===== config.mk =====
export PLATFORM = sky130hd
export DESIGN_NAME = alu_ctrl_pipe_flat
export DESIGN_NICKNAME = d
export VERILOG_FILES = /design/src/rtl/alu_ctrl_pipe_if.sv /design/src/rtl/alu_ctrl_pipe.sv /design/src/flat_wrapper.sv
export SDC_FILE = /design/constraint.sdc
export NUM_CORES = 1
export LEC_CHECK = 0
export ABC_AREA = 1
export CAP_MARGIN = 15
export CELL_PAD_IN_SITES_DETAIL_PLACEMENT = 0
export CELL_PAD_IN_SITES_GLOBAL_PLACEMENT = 1
export CORE_MARGIN = 2
export CORE_UTILIZATION = 30
export DETAILED_ROUTE_END_ITERATION = 12
export DONT_BUFFER_PORTS = 1
export PLACE_DENSITY = 0.55
export SYNTH_ARGS = -nofsm -noshare
export SYNTH_HDL_FRONTEND = slang
export SYNTH_SLANG_ARGS = --single-unit

===== constraint.sdc =====
create_clock -name clk -period 2.9 [get_ports clk]
set_input_delay 0.58 -clock clk [delete_from_list [all_inputs] [get_ports clk]]
set_output_delay 0.58 -clock clk [all_outputs]
set_load 0.02 [all_outputs]

===== src/rtl/alu_ctrl_pipe_if.sv =====
`default_nettype none
// ============================================================================
//  Module      : alu_ctrl_pipe_if
//  Description : Handshake and decode bus between ID/EX control and the
//                pipelined ALU control decoder.
//  Revision    : 1.0 - initial release
// ============================================================================
interface alu_ctrl_pipe_if #(
  parameter int CNT_W = 16
);
  logic             in_valid;
  logic             stall;
  logic             flush;
  logic [2:0]       aluop;
  logic [5:0]       func;
  logic             out_valid;
  logic [3:0]       alu_ctrl;
  logic             shift_op;
  logic             illegal;
  logic [CNT_W-1:0] illegal_count;

  // Upstream side: presents operations, observes decoded result
  modport master (
    output in_valid, stall, flush, aluop, func,
    input  out_valid, alu_ctrl, shift_op, illegal, illegal_count
  );

  // Decoder side
  modport slave (
    input  in_valid, stall, flush, aluop, func,
    output out_valid, alu_ctrl, shift_op, illegal, illegal_count
  );
endinterface
`default_nettype wire


===== src/rtl/alu_ctrl_pipe.sv =====
`default_nettype none
// ============================================================================
//  Module      : alu_ctrl_pipe
//  Description : Pipelined ALU control decoder. Decodes ALUop/func into the
//                4-bit ALU select through DEPTH register stages with
//                valid/stall/flush handling and a saturating count of
//                retired illegal decodes.
//  Revision    : 1.0 - initial release
// ============================================================================
module alu_ctrl_pipe #(
  parameter int DEPTH = 1,
  parameter int CNT_W = 16
) (
  input  logic           clk,
  input  logic           rst,
  alu_ctrl_pipe_if.slave bus
);

  localparam logic [CNT_W-1:0] CNT_MAX = '1;

  // Reject unsupported pipeline depths at elaboration
  generate
    if (DEPTH < 1 || DEPTH > 4) begin : g_bad_depth
      $error("alu_ctrl_pipe: DEPTH must be in the range 1..4");
    end
  endgenerate

  // Decoded stage-0 payload
  logic [3:0] dec_ctrl;
  logic       dec_shift;
  logic       dec_illegal;

  // Per-stage state; index DEPTH-1 is the stage facing the ALU
  logic [DEPTH-1:0] vld;
  logic [DEPTH-1:0] shf;
  logic [DEPTH-1:0] ill;
  logic [3:0]       ctrl [DEPTH];

  logic [CNT_W-1:0] count;
  logic             retire_illegal;

  // Combinational decode; every path assigns all outputs so nothing goes stale
  always_comb begin
    dec_ctrl    = 4'd0;
    dec_shift   = 1'b0;
    dec_illegal = 1'b0;
    case (bus.aluop)
      3'd0: begin
        case (bus.func)
          6'h20: dec_ctrl = 4'd0;                     // add
          6'h14: dec_ctrl = 4'd1;                     // and
          6'h21: dec_ctrl = 4'd0;                     // lwn
          6'h27: dec_ctrl = 4'd2;                     // nor
          6'h25: dec_ctrl = 4'd3;                     // or
          6'h2a: dec_ctrl = 4'd4;                     // slt
          6'h2b: dec_ctrl = 4'd5;                     // sltu
          6'h00: begin dec_ctrl = 4'd6; dec_shift = 1'b1; end  // sll
          6'h02: begin dec_ctrl = 4'd7; dec_shift = 1'b1; end  // srl
          6'h13: dec_ctrl = 4'd0;                     // swn
          6'h24: dec_ctrl = 4'd8;                     // sub
          default: dec_illegal = 1'b1;
        endcase
      end
      3'd1:    dec_ctrl = 4'd0;
      3'd2:    dec_ctrl = 4'd8;
      3'd3:    dec_ctrl = 4'd1;
      3'd4:    dec_ctrl = 4'd3;
      default: dec_illegal = 1'b1;
    endcase
  end

  // Pipeline advance: reset clears everything, flush kills valids, stall holds
  always_ff @(posedge clk) begin
    if (rst) begin
      vld <= '0;
      shf <= '0;
      ill <= '0;
      for (int i = 0; i < DEPTH; i++) begin
        ctrl[i] <= 4'd0;
      end
    end else if (bus.flush) begin
      vld <= '0;
    end else if (!bus.stall) begin
      vld[0]  <= bus.in_valid;
      shf[0]  <= dec_shift;
      ill[0]  <= dec_illegal;
      ctrl[0] <= dec_ctrl;
      for (int i = 1; i < DEPTH; i++) begin
        vld[i]  <= vld[i-1];
        shf[i]  <= shf[i-1];
        ill[i]  <= ill[i-1];
        ctrl[i] <= ctrl[i-1];
      end
    end
  end

  // An illegal entry is counted only on the edge where it actually leaves
  assign retire_illegal = vld[DEPTH-1] & ill[DEPTH-1] & ~bus.stall & ~bus.flush;

  // Saturating illegal-instruction counter
  always_ff @(posedge clk) begin
    if (rst) begin
      count <= '0;
    end else if (retire_illegal && (count != CNT_MAX)) begin
      count <= count + 1'b1;
    end
  end

  assign bus.out_valid     = vld[DEPTH-1];
  assign bus.alu_ctrl      = ctrl[DEPTH-1];
  assign bus.shift_op      = shf[DEPTH-1];
  assign bus.illegal       = ill[DEPTH-1];
  assign bus.illegal_count = count;

endmodule
`default_nettype wire


===== src/flat_wrapper.sv =====
// flat-port wrapper written by rule: the top's interface ports become plain ports
module alu_ctrl_pipe_flat 
#(
  parameter int DEPTH = 1,
  parameter int CNT_W = 16
)
  (clk, rst, bus_in_valid, bus_stall, bus_flush, bus_aluop, bus_func, bus_out_valid, bus_alu_ctrl, bus_shift_op, bus_illegal, bus_illegal_count);
  alu_ctrl_pipe_if #(.CNT_W(CNT_W)) bus_i ();
  input  logic clk;
  input  logic rst;
  input wire logic [$bits(bus_i.in_valid)-1:0] bus_in_valid;
  input wire logic [$bits(bus_i.stall)-1:0] bus_stall;
  input wire logic [$bits(bus_i.flush)-1:0] bus_flush;
  input wire logic [$bits(bus_i.aluop)-1:0] bus_aluop;
  input wire logic [$bits(bus_i.func)-1:0] bus_func;
  output wire logic [$bits(bus_i.out_valid)-1:0] bus_out_valid;
  output wire logic [$bits(bus_i.alu_ctrl)-1:0] bus_alu_ctrl;
  output wire logic [$bits(bus_i.shift_op)-1:0] bus_shift_op;
  output wire logic [$bits(bus_i.illegal)-1:0] bus_illegal;
  output wire logic [$bits(bus_i.illegal_count)-1:0] bus_illegal_count;
  assign bus_i.in_valid = bus_in_valid;
  assign bus_i.stall = bus_stall;
  assign bus_i.flush = bus_flush;
  assign bus_i.aluop = bus_aluop;
  assign bus_i.func = bus_func;
  assign bus_out_valid = bus_i.out_valid;
  assign bus_alu_ctrl = bus_i.alu_ctrl;
  assign bus_shift_op = bus_i.shift_op;
  assign bus_illegal = bus_i.illegal;
  assign bus_illegal_count = bus_i.illegal_count;
  alu_ctrl_pipe #(.DEPTH(DEPTH), .CNT_W(CNT_W)) u_core (.clk(clk), .rst(rst), .bus(bus_i));
endmodule

==> results.yml, run 1 <==
drt:
  drt-pass1-iter-count: 4
  wl_um: 3667
  drc_errors: 0
  ant_nets: 0
  wire_per_inst_um: 13.48
  drtIter0Drc: 53
  vias: 1346
  post_drt_via_cell_ratio: 4.949
worst_setup_path:
  crit_path_start_kind: "register"
  cp.arrival_ps: 2130
  critPathBufInv: 0
  crit_type: "reg2reg"
  critPathTopFamily: "flip-flops"
  critPathCaptureType: "register"
  path_cells: "ha_1, nand2_1, nor2_4, nand2_4, o21ai_4, nand2_1, a21oi_2"
  cp.depth: 7
  path_max_fanout: 14
  crit_slowest_cell: "dfxtp_1"
  worst_ep_required_time_ps: 3100
  reg2regPathDepth: 7
  critPathMaxStageDelay_ps: 560
  cp_common_cell: "nand2_1"
worst_hold_path:
  hold_depth: 1
  hold_class: "in2reg"
placement:
  placement.cell_area_um2: 1498
  place_congestion: 0.7809
  hpwl_um: 2878
  port_buffers: 0
sta:
  relSlewSlack_pct: 59.95
  finalHoldViolCount: 0
  fin_crit_ps: 1927
  fin_setup_tns_ps: 0
  final_max_slew_viol_count: 0
  tightest_slew_ps: 600.1
  fmax_ghz: 0.5190
  setup_viol: 0
  skew_ps: 1.390
  timing.final.crit_share_pct: 66.45
  grt_setup_unrepaired: "no"
floorplanning:
  row_count: 25
  initial_utilization_pct: 30.96
  die_h_um: 73.59
  die_area_um2: 5415
  die_x_um: 73.59
  coreArea_um2: 4692
  pin_count: 37
power_and_ir_drop:
  fin_total_pwr_w: 0.0005733
  leakagePower_nw: 0.5857
  power_density_nw_per_um2: 371.3
  peakVddDrop_uv: 178.0
clock_network:
  cts_sinks: 23
  cts_inserted_buffers: 3
  clk_root_buffer_cell: "clkbuf_8"
  hold_buffers: 0
  cts_setup_buffers: 0
  cts_buffer_depth: 2
  clkSlewWorstSetupHoldPaths_ps: 90
  cts_tree: "done"
  post_cts_resized: 0
  clk_latency_ps: 260
  htreeDepth: 1
final_layout:
  nets: 234
  diodes: 0
  syn2layout_area_growth_pct: 6.288
  drive_gt1_share_pct: 10.09
  finish.instance_area_um2: 1544
logic_synthesis:
  synth_top_cell_area_share_pct: 26.18
  synth.distinct_cells: 28
  synth.area.top_cells: "dfxtp_1 26%, nand2_1 18%, edfxtp_1 8.3%"
  synth_warnings: 0
  synth.avg_cell_area_um2: 6.694
  synthCells: 217
  syn-cell-area_um2: 1453
  ys_seq_area_share_pct: 34.45
  syn_nets: 232
  ys_ff_latch: 23
  synth_top_cell_by_area: "dfxtp_1"
global_routing:
  grt_start_max_net_pins: 16
  track_usage_pct: 14.40
  antenna_found_initial: 0
  grt_pass1_vias: 1311
  overflow: 0
  grt_first_pass_wirelength_um: 6030
job:
  drv_cap: 0
outcome:
  status: "finished clean"
## area by class of cell
class | count | area, µm²
multi-input combinational | 168 | 843.3
clock inverter | 1 | 5.005
tap | 54 | 67.56
fill | 521 | 3148
inverter | 23 | 86.33
sequential | 23 | 500.5
clock buffer | 3 | 41.29
## stage by stage
step	hold slack [ps]	setup slack [ps]	cells	util, %
3_5_place_dp	581.7	962.5	268	31.92
2_1_floorplan	557.6	1215	217	-
5_1_grt	349.3	824.8	272	32.91
4_1_cts	356.5	959.0	272	32.91
6_report	364.1	973.1	272	32.91
3_3_place_gp	589.8	1025	268	31.92
## sequential cells by signal, indices dropped and copies added, names as in the netlist
signal and cells:
u_core.ctrl 4, u_core.bus.shift_op 1, u_core.bus.out_valid 1, u_core.bus.illegal 1, u_core.bus.illegal_count 16
## power by group
part	internal, W	total (W)	switching [W]
combinational	0.00000921	0.0000278	0.0000186
clock	0.0000960	0.000206	0.000110
sequential	0.000330	0.000339	0.00000929
## placed cells by master, fill, tap and decap left out
master    netlist  routed
inv_2           1       1
nand3_1        15      15
o211ai_1        1       1
nand2_4         1       1
edfxtp_1        4       4
nor2_4          2       2
o21ai_4         1       1
a21boi_0        1       1
nor2_2          2       2
a21oi_1         6       6
inv_1          22      22
nand4_1         8       8
a21oi_2         9       9
dfxtp_1        19      19
xor2_1          6       6
o21bai_1        1       1
clkinv_2        0       1
nor2_1         31      31
mux2i_1         1       1
o21ai_0         9       9
nor3_1          1       1
or2_4           1       1
ha_1            1       1
nand2_2         1       1
xnor2_1         1       1
clkbuf_8        0       3
nand2_1        69      69
## cell usage after synthesis, drive strengths merged
cell	n
nand2	71
nor2	35
inv	23
dfxtp	19
a21oi	15
nand3	15
o21ai	10
nand4	8
xor2	6
edfxtp	4
buf	2
a21boi	1
clkbuf	1
ha	1
mux2i	1
nor3	1
o211ai	1
o21bai	1
or2	1
xnor2	1
## kinds of logic (layout without fill, tap and decap cells)
| kind of cell | Yosys count | after routing | synth area share, % |
|---|---|---|---|
| and+or+nand+nor | 131 | 131 | 39.02 |
| AOI/OAI and AO/OA | 28 | 28 | 13.27 |
| muxes | 1 | 1 | 0.6891 |
| buffers and inverters | 26 | 27 | 7.493 |
| xor gates and xnor gates | 7 | 7 | 4.221 |
| adders and majority gates | 1 | 1 | 0.8612 |
| DFF | 23 | 23 | 34.45 |
## worst paths after layout
kind	start	endpoint	slack [ps]
worst max-delay path	u_core.bus.illegal_count[0]	u_core.bus.illegal_count[2]	970
worst min-delay path	rst	u_core.bus.illegal_count[14]	360
worst max register to register	u_core.bus.illegal_count[0]	u_core.bus.illegal_count[2]	970
worst min register to register	u_core.bus.illegal	u_core.bus.illegal	590
## routing by layer
layer / GRT usage [%] / share of wire (%) / up-vias
met4: 4.646 / 0.68 / 0
li1: - / - / 700
met1: 16.72 / 42 / 625
met5: 0 / 0 / -
met2: 25.99 / 53 / 19
met3: 3.155 / 3.6 / 2
No activity file was read; power rests on OpenSTA's default activity.
==> run 2, diff against run 1 <==
--- a/config.mk
+++ b/config.mk
@@ -5,7 +5,7 @@
 export SDC_FILE = /design/constraint.sdc
 export NUM_CORES = 1
 export LEC_CHECK = 0
-export ABC_AREA = 1
+export ABC_AREA = 0
 export CAP_MARGIN = 15
 export CELL_PAD_IN_SITES_DETAIL_PLACEMENT = 0
 export CELL_PAD_IN_SITES_GLOBAL_PLACEMENT = 1
@@ -13,7 +13,7 @@
 export CORE_UTILIZATION = 30
 export DETAILED_ROUTE_END_ITERATION = 12
 export DONT_BUFFER_PORTS = 1
-export PLACE_DENSITY = 0.55
+export PLACE_DENSITY = 0.52
 export SYNTH_ARGS = -nofsm -noshare
 export SYNTH_HDL_FRONTEND = slang
 export SYNTH_SLANG_ARGS = --single-unit
==> constraint.sdc (replaced) <==
create_clock -name clk -period 1.9 [get_ports clk]
set_input_delay 0.38 -clock clk [delete_from_list [all_inputs] [get_ports clk]]
set_output_delay 0.38 -clock clk [all_outputs]
set_load 0.02 [all_outputs]
==> run 2 against run 1 <==
Net effect:
- register-to-register slack got worse by 750 ps
- count of clock-buffer cells in the layout did not move
- wire length fell by 12%
- total power rose by 50%
- first-iteration DRC count rose by 72%
- final cell count fell by 20%
- design area fell by 1.5%
- core utilization rose by 4.3 points
- die area fell by 10%
- synthesized cell count fell by 30%
- flip-flop and latch count did not move
- largest cell class unchanged
==> results.yml, run 2 <==
outcome:
  status: "finished clean"
floorplanning:
  die_area_um2: 4854
  row_count: 23
  die_h_um: 69.67
  coreArea_um2: 4086
  die_x_um: 69.67
  pin_count: 37
  initial_utilization_pct: 31.66
job:
  drv_cap: 0
clock_network:
  post_cts_resized: 0
  cts_sinks: 23
  cts_tree: "done"
  cts_inserted_buffers: 3
  clk_root_buffer_cell: "clkbuf_8"
  clk_latency_ps: 270
  cts_buffer_depth: 2
  clkSlewWorstSetupHoldPaths_ps: 80
  hold_buffers: 0
  cts_setup_buffers: 0
  htreeDepth: 1
power_and_ir_drop:
  netSwitchingPower_w: 0.0001887
  clkPwrFrac_pct: 35.4
  swShare_pct: 21.98
  power_density_nw_per_um2: 564.3
  pwr-share-comb_pct: 4.7
  peakVddDrop_uv: 264.8
  p_seq_share_pct: 59.9
  leakagePower_nw: 0.5045
  p_int_w: 0.0006698
logic_synthesis:
  synth.area.top_cells: "dfxtp_1 29%, edfxtp_1 9.3%, xnor2_1 6.1%"
  synth_top_cell_area_share_pct: 29.40
  synth_edf_count: 4
  synth_warnings: 0
  synthCells: 151
  synth.distinct_cells: 43
  synthFlopType: "dfxtp_1"
  synth.avg_cell_area_um2: 8.568
  syn-cell-area_um2: 1294
  yosysMostFrequentCell: "dfxtp_1"
  netlist_top_cells_count: "19 x dfxtp_1, 17 x nor2_1, 12 x a21oi_1, 9 x nand2_1, 9 x xnor2_1"
  synth_top_cell_by_area: "dfxtp_1"
  synth-async-reset-ratio_pct: 0
  ys_seq_area_share_pct: 38.68
  ys_ff_latch: 23
  syn_nets: 166
worst_setup_path:
  crit_path_start_kind: "register"
  worst_ep_required_time_ps: 2060
  path_max_fanout: 10
  cp.arrival_ps: 1830
  crit_type: "reg2reg"
  crit_start: "u_core.bus.illegal_count[13]"
  critPathCaptureType: "register"
  r2r_start: "u_core.bus.illegal_count[13]"
final_layout:
  syn2layout_area_growth_pct: 17.60
  drive_gt1_share_pct: 18.45
  nets: 184
  fillerInstances: 441
  diodes: 0
  fin_util_pct: 37.23
  layout_common_cells: "19 x buf_4, 19 x dfxtp_1, 17 x nor2_1"
  largest_reg_flops: 16
placement:
  port_buffers: 0
  hpwl_um: 2488
  place_congestion: 0.7758
global_routing:
  grt_start_max_net_pins: 21
  use_met3_pct: 5.669
  grtUsageMet2_pct: 21.90
  antenna_found_initial: 0
  busiest_layer: "met2"
  grt_pass1_vias: 1181
  use_met1_pct: 18.09
  track_usage_pct: 13.99
  grt_first_pass_wirelength_um: 5616
  overflow: 0
sta:
  fmax_ghz: 0.5977
  final_max_slew_viol_count: 0
  setup_viol: 0
  skew_ps: 6.794
  grt_setup_unrepaired: "no"
  relSlewSlack_pct: 67.67
  fin_crit_ps: 1673
  fin_setup_tns_ps: 0
  timing.final.crit_share_pct: 88.05
  tightest_slew_ps: 480.5
  finalHoldViolCount: 0
worst_hold_path:
  holdCritStartpoint: "rst"
  hold_class: "in2reg"
drt:
  drt-pass1-iter-count: 4
  wire_per_inst_um: 14.87
  wl_um: 3242
  post_drt_via_cell_ratio: 5.573
  vias: 1215
  drtIter0Drc: 91
  drc_errors: 0
  ant_nets: 0
==> run 2: changes by cell type in the layout (fill, tap and decap cells not counted), moves of 7 or more <==
cell | before | now
nand2_1 | 69 | 9
buf_4 | 0 | 19
inv_1 | 22 | 3
nor2_1 | 31 | 17
a21oi_2 | 9 | 0
nand3_1 | 15 | 7
xnor2_1 | 1 | 9
or3_1 | 0 | 7
==> run 2: per-layer routing <==
metal | wire (µm) | part of all wire [%]
met3 | 272 | 8.4
met1 | 1524 | 47
met4 | 17 | 0.52
met5 | 0 | 0
met2 | 1428 | 44
==> run 2: power by group through the flow <==
stage | registers [W] | clock network (W) | logic, W
floorplan | 0.000528 | 0 | 0.0000430
global placement | 0.000526 | 0 | 0.0000398
detailed placement | 0.000526 | 0 | 0.0000401
CTS | 0.000514 | 0.000325 | 0.0000403
global route | 0.000515 | 0.000347 | 0.0000448
finish | 0.000514 | 0.000304 | 0.0000403
==> run 2: cells by family after synthesis <==
kind of cell	count (synthesis)	share of synthesized area, %
and+or+nand+nor	72	32.01
AOI/OAI and AO/OA	35	17.99
DFF	23	38.68
xor gates and xnor gates	9	6.093
buffers and inverters	9	2.708
muxes	2	1.547
adders and majority gates	1	0.9670
==> run 2: final timing paths <==
| check | endpoint | slack, ps | cells after the start |
|---|---|---|---|
| setup / recovery | u_core.bus.illegal_count[13] | 230 | 5 |
| hold / removal | u_core.bus.illegal_count[11] | 170 | 1 |
| setup reg to reg | u_core.bus.illegal_count[13] | 230 | 5 |
| hold reg to reg | u_core.bus.illegal_count[2] | 600 | 2 |
==> run 2: area by class of cell <==
type | instances | area (µm²) | area share (%)
multi-input combinational | 119 | 758.2 | 49.84
sequential | 23 | 500.5 | 32.89
timing repair buffer | 19 | 142.6 | 9.375
tap | 50 | 62.56 | 4.112
clock buffer | 3 | 41.29 | 2.714
inverter | 3 | 11.26 | 0.7401
clock inverter | 1 | 5.005 | 0.3289
==> run 2: worst max-delay path: stages (launching register included) <==
cell and delay (ps):
dfxtp_1 360, nand4_1 200, or3_4 440, o2111ai_4 340
or3_1 170, a21oi_1 60
==> run 2: per-stage QoR <==
step	setup WS, ps	area [µm²]	hold WS, ps	instances	power [W]
after floorplan	108.2	1294	459.3	151	0.0005712
after global placement	276.4	1475	453.0	214	0.0005653
after detailed placement	263.7	1475	454.3	214	0.0005659
after CTS	240.9	1521	156.9	218	0.0008799
after global routing	125.8	1521	156.2	218	0.0009066
final	227.0	1521	172.9	218	0.0008586
